$ cat src/rtl/switch_debounce_4.sv
// Four-channel switch debouncer with press/release pulses and per-channel auto-repeat.
// Each raw level is synchronized, debounced by a stability counter, then drives a repeat FSM.
module switch_debounce_4 #(
    parameter int DEBOUNCE_LIMIT = 250000,
    parameter int REPEAT_DELAY   = 12500000,
    parameter int REPEAT_RATE    = 2500000
) (
    input  logic i_clk,
    input  logic i_rst_n,
    input  logic i_switch_1,
    input  logic i_switch_2,
    input  logic i_switch_3,
    input  logic i_switch_4,
    input  logic i_repeat_en,
    output logic o_switch_1,
    output logic o_switch_2,
    output logic o_switch_3,
    output logic o_switch_4,
    output logic o_press_1,
    output logic o_press_2,
    output logic o_press_3,
    output logic o_press_4,
    output logic o_release_1,
    output logic o_release_2,
    output logic o_release_3,
    output logic o_release_4
);

    localparam int DB_W    = $clog2(DEBOUNCE_LIMIT + 1);
    localparam int RPT_MAX = (REPEAT_DELAY > REPEAT_RATE) ? REPEAT_DELAY : REPEAT_RATE;
    localparam int RPT_W   = $clog2(RPT_MAX + 1);

    localparam logic [DB_W-1:0]  DB_LAST    = DB_W'(DEBOUNCE_LIMIT - 1);
    localparam logic [RPT_W-1:0] DELAY_LAST = RPT_W'(REPEAT_DELAY - 1);
    localparam logic [RPT_W-1:0] RATE_LAST  = RPT_W'(REPEAT_RATE - 1);

    typedef enum logic [1:0] {
        ST_IDLE   = 2'd0,
        ST_DELAY  = 2'd1,
        ST_REPEAT = 2'd2
    } rpt_state_t;

    logic [3:0] w_raw;
    logic [3:0] r_sync1;
    logic [3:0] r_sync2;
    logic [3:0] r_switch;
    logic [3:0] r_press;
    logic [3:0] r_release;

    assign w_raw = {i_switch_4, i_switch_3, i_switch_2, i_switch_1};

    // NOTE: sequential state uses non-blocking assignments so every flop samples pre-edge values.
    always_ff @(posedge i_clk or negedge i_rst_n) begin
        if (!i_rst_n) begin
            r_sync1 <= '0;
            r_sync2 <= '0;
        end else begin
            r_sync1 <= w_raw;
            r_sync2 <= r_sync1;
        end
    end

    for (genvar g = 0; g < 4; g++) begin : g_chan
        logic [DB_W-1:0]  r_db_cnt;
        logic [RPT_W-1:0] r_rpt_cnt;
        logic [RPT_W-1:0] w_rpt_cnt_next;
        rpt_state_t       r_state;
        rpt_state_t       w_state_next;
        logic             w_diff;
        logic             w_accept;
        logic             w_rise;
        logic             w_fall;
        logic             w_rpt_pulse;

        assign w_diff   = r_sync2[g] != r_switch[g];
        assign w_accept = w_diff && (r_db_cnt == DB_LAST);
        assign w_rise   = w_accept && !r_switch[g];
        assign w_fall   = w_accept && r_switch[g];

        always_ff @(posedge i_clk or negedge i_rst_n) begin
            if (!i_rst_n) begin
                r_db_cnt     <= '0;
                r_switch[g]  <= 1'b0;
                r_press[g]   <= 1'b0;
                r_release[g] <= 1'b0;
            end else begin
                // Any cycle the synchronized level agrees with the output restarts the count.
                if (!w_diff || w_accept) begin
                    r_db_cnt <= '0;
                end else begin
                    r_db_cnt <= r_db_cnt + 1'b1;
                end
                if (w_accept) begin
                    r_switch[g] <= !r_switch[g];
                end
                r_press[g]   <= w_rise || w_rpt_pulse;
                r_release[g] <= w_fall;
            end
        end

        always_ff @(posedge i_clk or negedge i_rst_n) begin
            if (!i_rst_n) begin
                r_state   <= ST_IDLE;
                r_rpt_cnt <= '0;
            end else begin
                r_state   <= w_state_next;
                r_rpt_cnt <= w_rpt_cnt_next;
            end
        end

        // NOTE: every output of this block is defaulted first so no path infers a latch.
        always_comb begin
            w_state_next   = r_state;
            w_rpt_cnt_next = r_rpt_cnt;
            w_rpt_pulse    = 1'b0;
            case (r_state)
                ST_IDLE: begin
                    if (w_rise && i_repeat_en) begin
                        w_state_next   = ST_DELAY;
                        w_rpt_cnt_next = '0;
                    end
                end
                ST_DELAY: begin
                    if (w_fall || !i_repeat_en) begin
                        w_state_next = ST_IDLE;
                    end else if (r_rpt_cnt == DELAY_LAST) begin
                        w_rpt_pulse    = 1'b1;
                        w_state_next   = ST_REPEAT;
                        w_rpt_cnt_next = '0;
                    end else begin
                        w_rpt_cnt_next = r_rpt_cnt + 1'b1;
                    end
                end
                ST_REPEAT: begin
                    if (w_fall || !i_repeat_en) begin
                        w_state_next = ST_IDLE;
                    end else if (r_rpt_cnt == RATE_LAST) begin
                        w_rpt_pulse    = 1'b1;
                        w_rpt_cnt_next = '0;
                    end else begin
                        w_rpt_cnt_next = r_rpt_cnt + 1'b1;
                    end
                end
                default: begin
                    w_state_next = ST_IDLE;
                end
            endcase
        end
    end

    assign {o_switch_4, o_switch_3, o_switch_2, o_switch_1}     = r_switch;
    assign {o_press_4, o_press_3, o_press_2, o_press_1}         = r_press;
    assign {o_release_4, o_release_3, o_release_2, o_release_1} = r_release;

endmodule
$ cat config.mk
export PLATFORM = sky130hd
export DESIGN_NAME = switch_debounce_4
export DESIGN_NICKNAME = d
export VERILOG_FILES = /design/src/rtl/switch_debounce_4.sv
export SDC_FILE = /design/constraint.sdc
export NUM_CORES = 1
export LEC_CHECK = 0
export ABC_AREA = 1
export BUFFER_PORTS_ARGS = -buffer_cell sky130_fd_sc_hd__clkbuf_2
export CORE_MARGIN = 3
export CORE_UTILIZATION = 40
export DETAILED_ROUTE_END_ITERATION = 16
export GPL_TIMING_DRIVEN = 0
export PLACE_DENSITY = 0.65
export SYNTH_ARGS = -nofsm -noshare
export SYNTH_HDL_FRONTEND = slang
export SYNTH_SLANG_ARGS = --single-unit
$ cat constraint.sdc
create_clock -name i_clk -period 4.1 [get_ports i_clk]
set_clock_uncertainty 0.2 [all_clocks]
set_input_delay 0.82 -clock i_clk [delete_from_list [all_inputs] [get_ports i_clk]]
set_output_delay 0.82 -clock i_clk [all_outputs]
set_load 0.02 [all_outputs]
# Word level (Yosys, flattened, before mapping)
# Cells that the tools add are included.
# totals
register_bits,196
input_bits,7
word_cells,199
# op_classes
add_sub_neg,8
eq_ne,44
mux,68
reduce_logical,53
# ops
cell,count
24-bit 2-to-1 mux,20
24-bit case mux with 3 select lines,4
"24-bit by 1-bit adder with 24-bit output, second input constant",4
"24-bit by 22-bit == test with 1-bit output, second input constant",4
"24-bit == test, second input constant",4
"18-bit by 1-bit adder with 18-bit output, second input constant",4
"18-bit == test, second input constant",4
18-bit 2-to-1 mux,4
2-bit 2-to-1 mux,16
"2-bit inequality test, second input constant",16
2-bit case mux with 3 select lines,4
1-bit logical AND,16
1-bit 2-to-1 mux,16
4-bit AND reduction,4
1-bit logical OR,12
"3-bit inequality test, second input constant",4
3-bit AND reduction,4
3-bit nonzero test,4
1-bit zero test,9
"2-bit by 1-bit == test with 1-bit output, second input constant",4
"2-bit == test, second input constant",4
2-bit zero test,4
1-bit case mux with 2 select lines,4
1-bit inequality test,4

# Depth between registers and ports, before layout
# Gate-level depths: netlist of run 1.
# logic_depth
word_depth,7
ltp_mapped,13
mapped_depth_nobuf,12

# Worst setup path before layout of run 1
# No wires, ideal clock.
# synth_timing
path_kind,input to register
start,input port i_repeat_en
end,register g_chan[0].r_rpt_cnt[18]
arrival_time_ns,1.731
required_time_ns,3.784
setup_slack_ns,2.052
stages,8
n_path_buf,3
cell_sequence,clkbuf_1 -> nand3_1 -> nand2_1 -> nand3_2 -> buf_6 -> buf_6 -> nand2_1 -> nand2_1
# synth_via
elab_chain_cells,4
word_cells_on_any_way,7
classes_between,eq/ne (3); reduce/logical (4)
# synth_rtl
element,line_no,text
"start, declared",14,"input logic i_repeat_en,"
1-bit zero test,"124, 135",
1-bit logical OR,"124, 135",
2-bit inequality test (no line),-,
4-bit AND reduction (no line) *,-,
"end signal, assigned",107,r_rpt_cnt <= w_rpt_cnt_next;
"end, declared",65,logic [RPT_W-1:0] r_rpt_cnt;
# Every way passes the cells marked *; elsewhere a longest branch is shown, timed or not.
# A chain may end at the register's enable or synchronous reset.

# Final worst setup path of run 1
# layout_timing
start,register g_chan[1].r_rpt_cnt[0]
end,register g_chan[1].r_rpt_cnt[4]
# layout_via
elab_chain_cells,4
word_cells_on_any_way,8
classes_between,add/sub (1); eq/ne (2); mux (5)
# layout_rtl
element,line_no,text
"start, declared",65,
"start signal, assigned",107,
"24-bit by 1-bit adder with 24-bit output, or another cell as far along","131, 141",
"24-bit 2-to-1 mux, on equally long branches","137, 126",
"24-bit 2-to-1 mux, on equally long branches","135, 124",
24-bit case mux with 3 select lines *,116,case (r_state)
# Every way passes the cells marked *; elsewhere a longest branch is shown, timed or not. The select of a mux whose other input is x is not followed.

==> results of run 1 <==
[logic make-up (layout without fill, tap and decap cells)]
kind of cell	Yosys count	count (layout)
AOI/OAI and AO/OA	192	192
xor gates and xnor gates	49	49
adders and majority gates	23	23
buffers and inverters	298	348
DFF	196	196
and+or+nand+nor	1247	1247
[layout by cell type (no fill, tap or decap), types with 23 or more instances in the layout]
cell type	netlist	layout
clkbuf_1	31	31
xor2_1	45	45
nand3_1	164	164
ha_1	23	23
nor3_1	43	43
nand4_1	118	118
a21oi_1	30	30
nand2_1	598	598
inv_1	230	230
nor2_1	276	276
o21ai_1	45	45
dfrtp_1	196	196
o21ai_0	80	80
[sequential cells by signal (all words and copies together) (netlist names)]
signal and flops:
o_press_2 1, g_chan.r_db_cnt 72, o_switch_4 1, g_chan.r_state 8, o_release_4 1, r_sync2 4, o_release_1 1, o_press_1 1
o_switch_1 1, o_release_3 1, o_press_3 1, o_switch_3 1, g_chan.r_rpt_cnt 96, o_release_2 1, o_press_4 1, r_sync1 4
o_switch_2 1
[path summary, 6_finish.rpt]
path,start,end,slack [ns],depth (start not counted)
max in group asynchronous,i_rst_n,g_chan[0].r_db_cnt[11],2.78,2
worst min register to register,r_sync1[1],r_sync2[1],0.16,0
worst max register to register,g_chan[1].r_rpt_cnt[0],g_chan[1].r_rpt_cnt[4],1.59,12
worst max-delay path,g_chan[1].r_rpt_cnt[0],g_chan[1].r_rpt_cnt[4],1.59,12
worst min-delay path,i_rst_n,o_press_2,0.11,1
min in group i_clk,r_sync1[1],r_sync2[1],0.16,0
[per-layer routing]
layer | up-vias | track usage, % | routed length [um]
met3 | 53 | 2.53 | 1470
met5 | - | 0 | 0
met4 | 0 | 6.42 | 762
li1 | 6600 | - | -
met1 | 6023 | 29.0 | 17100
met2 | 303 | 31.2 | 15400
[worst reg2reg max path, delay by kind of cell (launching register included)]
kind	cells	cell delay, ns
adder cells (fa/ha/maj)	1	0.30
AND/OR/NAND/NOR	10	1.30
buffers and inverters	1	0.20
flip-flops	1	0.42
[power breakdown]
| group | leakage, nW | internal [W] | total [W] | switching, W |
|---|---|---|---|---|
| Combinational | 3.49 | 0.0000210 | 0.0000892 | 0.0000682 |
| Sequential | 2.64 | 0.00195 | 0.00196 | 0.0000108 |
| Clock | 0.276 | 0.000854 | 0.00166 | 0.000803 |
| Total | 6.41 | 0.00282 | 0.00370 | 0.000882 |
[final cells by class]
type,instances,area (um^2)
clock buffers,17,425
plain buffers,66,354
fillers,3430,18100
well taps,442,553
clock inverters,14,148
repair buffers,19,149
multi-input cells,1511,7190
inverters,232,871
flip-flops and latches,196,4900
[through the flow]
stage | hold WS, ns | TNS, ns | instance area, um^2 | utilization, %
2_1_floorplan | 0.131 | 0 | 13300 | -
4_1_cts | 0.125 | 0 | 14600 | 44.6
6_report | 0.112 | 0 | 14600 | 44.6
3_5_place_dp | 0.141 | 0 | 14000 | 42.9
5_1_grt | 0.140 | 0 | 14600 | 44.6
3_3_place_gp | 0.135 | -378.97 | 14000 | 42.7
==> results.toml, run 1 <==
[status]
outcome = "complete, no violations"

[critical_path]
crit_path_end_kind = "flip-flop"
max_stage_delay_ns = 0.42
worstSetupPathType = "flip-flop to flip-flop"
cp_common_cell = "nand2_1"
critPathTopFamily = "simple AND/OR/NAND/NOR gates"
timing.critical_path.cells = "ha_1 > nand3_1 > inv_1 > nand2_1 > nor2_1 > nand3_1 > nand2_1 > nand2_2 > nand2_1 > nor2_1 > nand2_1 > nand2_1"
crit_fanout = 9
critPathArrivalTime_ns = 2.66
cp-start-kind = "flip-flop"
worstPathRequired_ns = 4.25
path_buf_inv = 1
critPathSlowestCell = "dfrtp_1"

[timing]
slew_headroom_pct = 35.5
fin_crit_sh_pct = 61.3
fmaxAchievable_mhz = 398
fin_crit_ns = 2.51
worstMarginPinSlew_ns = 0.968
slew_violations = 0
hold_violations = 0
rsz0062_at_grt = "no"
fin_ws_ns = 1.59
setup_viol = 0

[yosys]
synth-seq-area-share_pct = 36.8
yosys_warnings = 0
synth-compound-area-share_pct = 7.94
synth_common_cells = "nand2_1 (598), nor2_1 (276), inv_1 (230)"
synth.most_common_cell = "nand2_1"
synth_top_family_by_area = "simple AND/OR/NAND/NOR gates"
synth_area_um2 = 13300
synth-xor-area-share_pct = 3.22
avgSynthCellArea_um2 = 6.65
synthArstFlopShare_pct = 100
synthSimpleGateAreaFrac_pct = 40.7
ys_types = 37
synthMuxAreaShare_pct = 0
yosysTopAreaCell = "dfrtp_1"
synthesis.nets = 2035
synthTopCellsByArea = "dfrtp_1 (37%), nand2_1 (17%), nor2_1 (7.8%)"
netlist_instances = 2005
synth_adder_area_share_pct = 2.16
synth_flop_cell = "dfrtp_1"
synth_edf_count = 0
synth_top_area_share_pct = 36.8
ys_seq_elements = 196

[power]
powerDensity_nw_per_um2 = 254
power.total_w = 0.00370
vdd.ir_drop.worst_mv = 0.296
p_leak_nw = 6.41

[clocking]
cts.sinks = 196
cts.hold.buffers_added = 0
clock_path_buffers = 2
clk_pin_slew_ns = 0.08
h-tree-depth = 4
cts_setup_buffers = 0
cts_tree = "yes"
cts_buffers = 17
insertion_delay_ns = 0.45
cts-root-buf = "clkbuf_16"
cts_resized = 0

[detailed_routing]
wl_per_cell_um = 13.9
ant_nets = 0
dr_total_vias = 13000
drcViolationCount = 0
drtIter0Drc = 1154
via_per_inst = 5.20
wl_um = 34800
dr.pass1.iters = 6

[grt]
grt_pass1_wl_um = 59300
grt_use_total_pct = 20.0
grt-ovfl-total = 0
antenna_found_initial = 0
grt_pass1_vias = 12000
grt_max_degree = 89

[placed_design]
pre_cts_slack_ns = 1.18
hpwl_um = 26000
gp_congestion = 0.980
dp_cells = 2466
io_buffer_count = 17

[floorplanning]
rows = 66
start_util_pct = 40.7
dieWidth_um = 189
core_um2 = 32700
die_h_um = 189
dieArea_um2 = 35500
ios = 19

[finish]
drive_above_1_share_pct = 5.74
area_delta_synth_final_pct = 9.57
final_cells = 2497
antenna_cells = 0
final_net_count = 2073

[worst_hold_path]
holdCritPathClass = "input port to asynchronous set/reset pin"

[flow_run]
maxCapViolations = 0
Power figures use the tool's default switching activity.
==> run 2: changes to the inputs <==
--- a/config.mk
+++ b/config.mk
@@ -11,7 +11,7 @@
 export CORE_UTILIZATION = 40
 export DETAILED_ROUTE_END_ITERATION = 16
 export GPL_TIMING_DRIVEN = 0
-export PLACE_DENSITY = 0.65
+export PLACE_DENSITY = 0.67
 export SYNTH_ARGS = -nofsm -noshare
 export SYNTH_HDL_FRONTEND = slang
 export SYNTH_SLANG_ARGS = --single-unit
==> constraint.sdc (replaced) <==
create_clock -name i_clk -period 2.19 [get_ports i_clk]
set_clock_uncertainty 0.2 [all_clocks]
set_input_delay 0.438 -clock i_clk [delete_from_list [all_inputs] [get_ports i_clk]]
set_output_delay 0.438 -clock i_clk [all_outputs]
set_load 0.02 [all_outputs]
==> results.toml, run 2 (same netlist as run 1, synthesis figures left out) <==
[critical_path]
crit_path_end_kind = "flip-flop"
worstSetupPathType = "flip-flop to flip-flop"
crit_fanout = 6
worstPathRequired_ns = 2.34
r2r-start = "g_chan[0].r_db_cnt[1]"
cp-startpoint = "g_chan[0].r_db_cnt[1]"
cp-start-kind = "flip-flop"
critPathArrivalTime_ns = 2.31

[finish]
largest_reg_flops = 96
final_net_count = 2108
final_cells = 2533
fillers = 3354
final_cell_mix = "nand2_1 (563), nor2_1 (253), inv_1 (219), dfrtp_1 (191), nand3_1 (157)"
drive_above_1_share_pct = 12.5
final_common_cell = "nand2_1"
antenna_cells = 0
regMostFlops = "g_chan.r_rpt_cnt"
area_delta_synth_final_pct = 15.9
reg.largest.list = "g_chan.r_rpt_cnt x96, g_chan.r_db_cnt x72, g_chan.r_state x8"

[timing]
hold_violations = 0
fin_crit_ns = 2.16
slew_headroom_pct = 27.0
fin_setup_tns_ns = 0
worstMarginPinSlew_ns = 1.10
fmaxAchievable_mhz = 463
fin_ws_ns = 0.0320
setup_viol = 0
fin_crit_sh_pct = 98.5
slew_violations = 0
rsz0062_at_grt = "yes"
holdWs_ns = 0.153

[placed_design]
pre_cts_slack_ns = -0.287
dp_cells = 2465
gp_congestion = 0.954
hpwl_um = 26200
io_buffer_count = 17

[flow_run]
maxCapViolations = 0

[clocking]
clock_path_buffers = 2
insertion_delay_ns = 0.46
cts_buffers = 17
cts-root-buf = "clkbuf_16"
cts_tree = "yes"
h-tree-depth = 4
cts.sinks = 196
clk_pin_slew_ns = 0.08

[detailed_routing]
drcViolationCount = 0
via_per_inst = 5.26
wl_per_cell_um = 14.6
ant_nets = 0
dr_total_vias = 13300
drtIter0Drc = 975
wl_um = 37000
dr.pass1.iters = 5

[floorplanning]
ios = 19
die_h_um = 189
dieWidth_um = 189
start_util_pct = 40.7
rows = 66
core_um2 = 32700
dieArea_um2 = 35500

[grt]
antenna_found_initial = 0
grt_pass1_wl_um = 62000
grt_use_total_pct = 20.8
grt_max_degree = 105
grt_pass1_vias = 12600
grt-ovfl-total = 0

[status]
outcome = "complete, no violations"

[power]
clkPwrFrac_pct = 46.1
vdd.ir_drop.worst_mv = 0.584
switching_share_pct = 25.3
p_leak_nw = 6.72
internal_power_w = 0.00535
p_seq_share_pct = 51.1
p_switching_w = 0.00181
p_comb_share_pct = 2.8
powerDensity_nw_per_um2 = 464

[worst_hold_path]
hp-start = "r_sync1[3]"
holdCritPathClass = "flip-flop to flip-flop"
==> run 2: cell types whose count changed in the layout (fill, tap and decap cells not counted), moves of 9 or more <==
cell,before,now
buf_4,0,34
clkbuf_1,31,15
ha_1,23,12
ha_2,0,9
inv_1,230,219
inv_2,2,11
nand2_1,598,563
nand2_2,6,37
nor2_1,276,253
nor2_2,8,22
nor2_4,2,11
==> run 2: path summary, 6_finish.rpt <==
| path | endpoint | slack, ns | cells after the start |
|---|---|---|---|
| min | r_sync2[3] | 0.15 | 0 |
| min reg2reg | r_sync2[3] | 0.15 | 0 |
| min in group asynchronous | o_release_2 | 0.44 | 2 |
| max | g_chan[0].r_rpt_cnt[21] | 0.03 | 12 |
| max in group asynchronous | g_chan[0].r_rpt_cnt[13] | 0.32 | 3 |
| max reg2reg | g_chan[0].r_rpt_cnt[21] | 0.03 | 12 |
==> run 2: worst max-delay path: stages (launching register included) <==
cell       delay, ns
dfrtp_1         0.36
ha_2            0.20
nand2_2         0.07
nor2_4          0.14
nand3_2         0.11
nor2_4          0.18
nand3_2         0.10
nand2_4         0.15
nand3_4         0.11
buf_8           0.16
clkbuf_16       0.15
nand2_1         0.05
nand2_1         0.05
==> run 2: per-layer routing <==
layer	track usage, %	part of all wire [%]
met4	6.07	1.9
met2	34.3	47
met1	28.3	46
met5	0	0
met3	3.26	4.9
==> run 2: per-stage QoR <==
step	utilization, %	instance area, um^2	total power [W]
4_1_cts	45.5	14900	0.00726
3_5_place_dp	42.8	14000	0.00391
3_3_place_gp	42.7	14000	0.00389
5_1_grt	47.2	15400	0.00744
6_report	47.2	15400	0.00716
2_1_floorplan	-	13300	0.00379
==> run 2: area by class of cell <==
| type | count | area, um^2 | share of cell area, % |
|---|---|---|---|
| plain buffers | 58 | 398 | 2.58 |
| clock buffers | 17 | 425 | 2.76 |
| clock inverters | 15 | 175 | 1.13 |
| inverters | 232 | 877 | 5.68 |
| multi-input cells | 1513 | 7580 | 49.1 |
| flip-flops and latches | 196 | 4910 | 31.8 |
| well taps | 442 | 553 | 3.58 |
| repair buffers | 60 | 514 | 3.33 |
==> run 2: what timing repair did <==
item	in CTS	in global routing
gates cloned	2	4
resized for setup	42	126
hold buffers	5	0
pin swaps	7	35
buffers inserted	8	25
endpoints found under the setup margin	100	139
endpoints found under the hold margin	107	0
==> run 2: power by group through the flow <==
stage                     Sequential (W)  Clock, W  Combinational (W)
after floorplan                  0.00373         0          0.0000618
after global placement           0.00373         0           0.000160
after detailed placement         0.00373         0           0.000172
after CTS                        0.00366   0.00341           0.000187
after global routing             0.00367   0.00354           0.000238
final                            0.00366   0.00330           0.000199
==> run 3: changes to the inputs <==
--- a/config.mk
+++ b/config.mk
@@ -8,10 +8,9 @@
 export ABC_AREA = 1
 export BUFFER_PORTS_ARGS = -buffer_cell sky130_fd_sc_hd__clkbuf_2
 export CORE_MARGIN = 3
-export CORE_UTILIZATION = 40
+export CORE_UTILIZATION = 30
 export DETAILED_ROUTE_END_ITERATION = 16
 export GPL_TIMING_DRIVEN = 0
-export PLACE_DENSITY = 0.67
 export SYNTH_ARGS = -nofsm -noshare
 export SYNTH_HDL_FRONTEND = slang
 export SYNTH_SLANG_ARGS = --single-unit
==> results.toml, run 3 (same netlist as run 1, synthesis figures left out) <==
[clocking]
insertion_delay_ns = 0.46
cts.sinks = 196
clk_pin_slew_ns = 0.07
cts-root-buf = "clkbuf_16"
cts_tree = "yes"
clock_path_buffers = 2
cts_buffers = 17
h-tree-depth = 4

[finish]
largest_reg_flops = 96
regMostFlops = "g_chan.r_rpt_cnt"
multi_input_area_um2 = 7610
antenna_cells = 0
final_net_count = 2120
area_delta_synth_final_pct = 18.6
drive_above_1_share_pct = 12.7
final_cell_mix = "nand2_1 (562), nor2_1 (256), inv_1 (221), dfrtp_1 (190), nand3_1 (157)"
fin_util_pct = 36.4
reg.largest.list = "g_chan.r_rpt_cnt x96, g_chan.r_db_cnt x72, g_chan.r_state x8"
ff_latch_area_um2 = 4910
final_common_cell = "nand2_1"
fillers = 4566

[power]
power.total_w = 0.00717
powerDensity_nw_per_um2 = 454
p_leak_nw = 6.79
vdd.ir_drop.worst_mv = 0.513

[critical_path]
critPathArrivalTime_ns = 2.39
max_stage_delay_ns = 0.38
worstSetupPathType = "flip-flop to flip-flop"
critPathSlowestCell = "dfrtp_1"
crit_path_end_kind = "flip-flop"
cp-start-kind = "flip-flop"
worstPathRequired_ns = 2.34
timing.critical_path.cells = "ha_2 > nand2_2 > nor2_4 > nand3_2 > nor2_4 > nand3_2 > nand2_4 > nand3_4 > buf_8 > clkbuf_16 > nand2_2 > nand2_1"
crit_fanout = 6

[grt]
antenna_found_initial = 0
grt-ovfl-total = 0
grt_pass1_wl_um = 61400
grt_max_degree = 80
grt_use_total_pct = 15.6
grt_pass1_vias = 12400

[detailed_routing]
dr_total_vias = 13300
ant_nets = 0
drcViolationCount = 0
via_per_inst = 4.96
drtIter0Drc = 1135
wl_um = 37200
dr.pass1.iters = 5
wl_per_cell_um = 13.8

[placed_design]
gp_congestion = 0.951
io_buffer_count = 17
hpwl_um = 26600

[status]
violations = "setup timing"
outcome = "finished, violations left"

[timing]
slew_headroom_pct = 21.7
fin_ws_ns = -0.0484
hold_violations = 0
slew_violations = 0
fin_crit_sh_pct = 102
fin_crit_ns = 2.24
fmaxAchievable_mhz = 447
fin_setup_tns_ns = -0.602
rsz0062_at_grt = "yes"
setup_viol = 25
worstMarginPinSlew_ns = 1.18

[flow_run]
maxCapViolations = 0

[floorplanning]
die_h_um = 217
ios = 19
dieArea_um2 = 47000
rows = 76
core_um2 = 43500
dieWidth_um = 217
start_util_pct = 30.7

[worst_hold_path]
holdCritPathClass = "flip-flop to flip-flop"
run 3: final timing paths:
check / start / to / slack (ns) / depth (start not counted)
hold / removal: r_sync1[2] / r_sync2[2] / 0.15 / 0
max in group asynchronous: i_rst_n / g_chan[0].r_rpt_cnt[13] / 0.38 / 4
hold reg to reg: r_sync1[2] / r_sync2[2] / 0.15 / 0
setup / recovery: g_chan[0].r_db_cnt[1] / g_chan[0].r_rpt_cnt[3] / -0.05 / 12
setup reg to reg: g_chan[0].r_db_cnt[1] / g_chan[0].r_rpt_cnt[3] / -0.05 / 12
min in group asynchronous: i_rst_n / o_press_2 / 0.29 / 2
run 3: what timing repair did:
item,in CTS,in global routing
cloned,0,9
buffers inserted,17,22
endpoints found under the hold margin,55,0
pin swaps,8,37
hold buffers,5,0
gates resized for setup,36,134
setup endpoints to repair,108,129
run 3: final cells by class:
| type | count | share of cell area, % |
|---|---|---|
| Tap cell | 585 | 4.63 |
| Multi-Input combinational cell | 1513 | 48.2 |
| Buffer | 60 | 2.52 |
| Inverter | 232 | 5.57 |
| Sequential cell | 196 | 31.1 |
| Timing Repair Buffer | 70 | 4.16 |
| Clock buffer | 22 | 3.13 |
| Clock inverter | 10 | 0.768 |
run 3: per-layer routing:
layer  vias up  part of all wire (%)  GRT usage [%]
li1       6691                     -              -
met4         0                   1.6           4.20
met1      6295                    48           21.4
met2       286                    46           25.3
met5         -                     0              0
met3        49                   4.1           3.10
run 3: metrics by stage:
step                instances  hold WS [ns]  instance area, um^2  setup WS, ns
CTS                      2662         0.155                15100       0.00462
finish                   2688         0.150                15800       -0.0484
global route             2688         0.156                15800        -0.162
floorplan                2005       -0.0576                13300         0.223
detailed placement       2609         0.138                14200        -0.366
global placement         2607         0.135                14100         -3.48
run 3: where the power goes:
| part | internal, W | switching, W | leakage [nW] | total, W |
|---|---|---|---|---|
| clock network | 0.00184 | 0.00146 | 0.303 | 0.00330 |
| registers | 0.00364 | 0.0000223 | 2.63 | 0.00366 |
| logic | 0.0000618 | 0.000143 | 3.86 | 0.000205 |
| total | 0.00555 | 0.00162 | 6.79 | 0.00717 |
run 3: critical path: cells and delay by family, from the launching register on:
kind	cells	cell delay, ns
AND/OR/NAND/NOR	9	1.01
adder cells (fa/ha/maj)	1	0.20
flip-flops	1	0.38
buffers and inverters	2	0.33
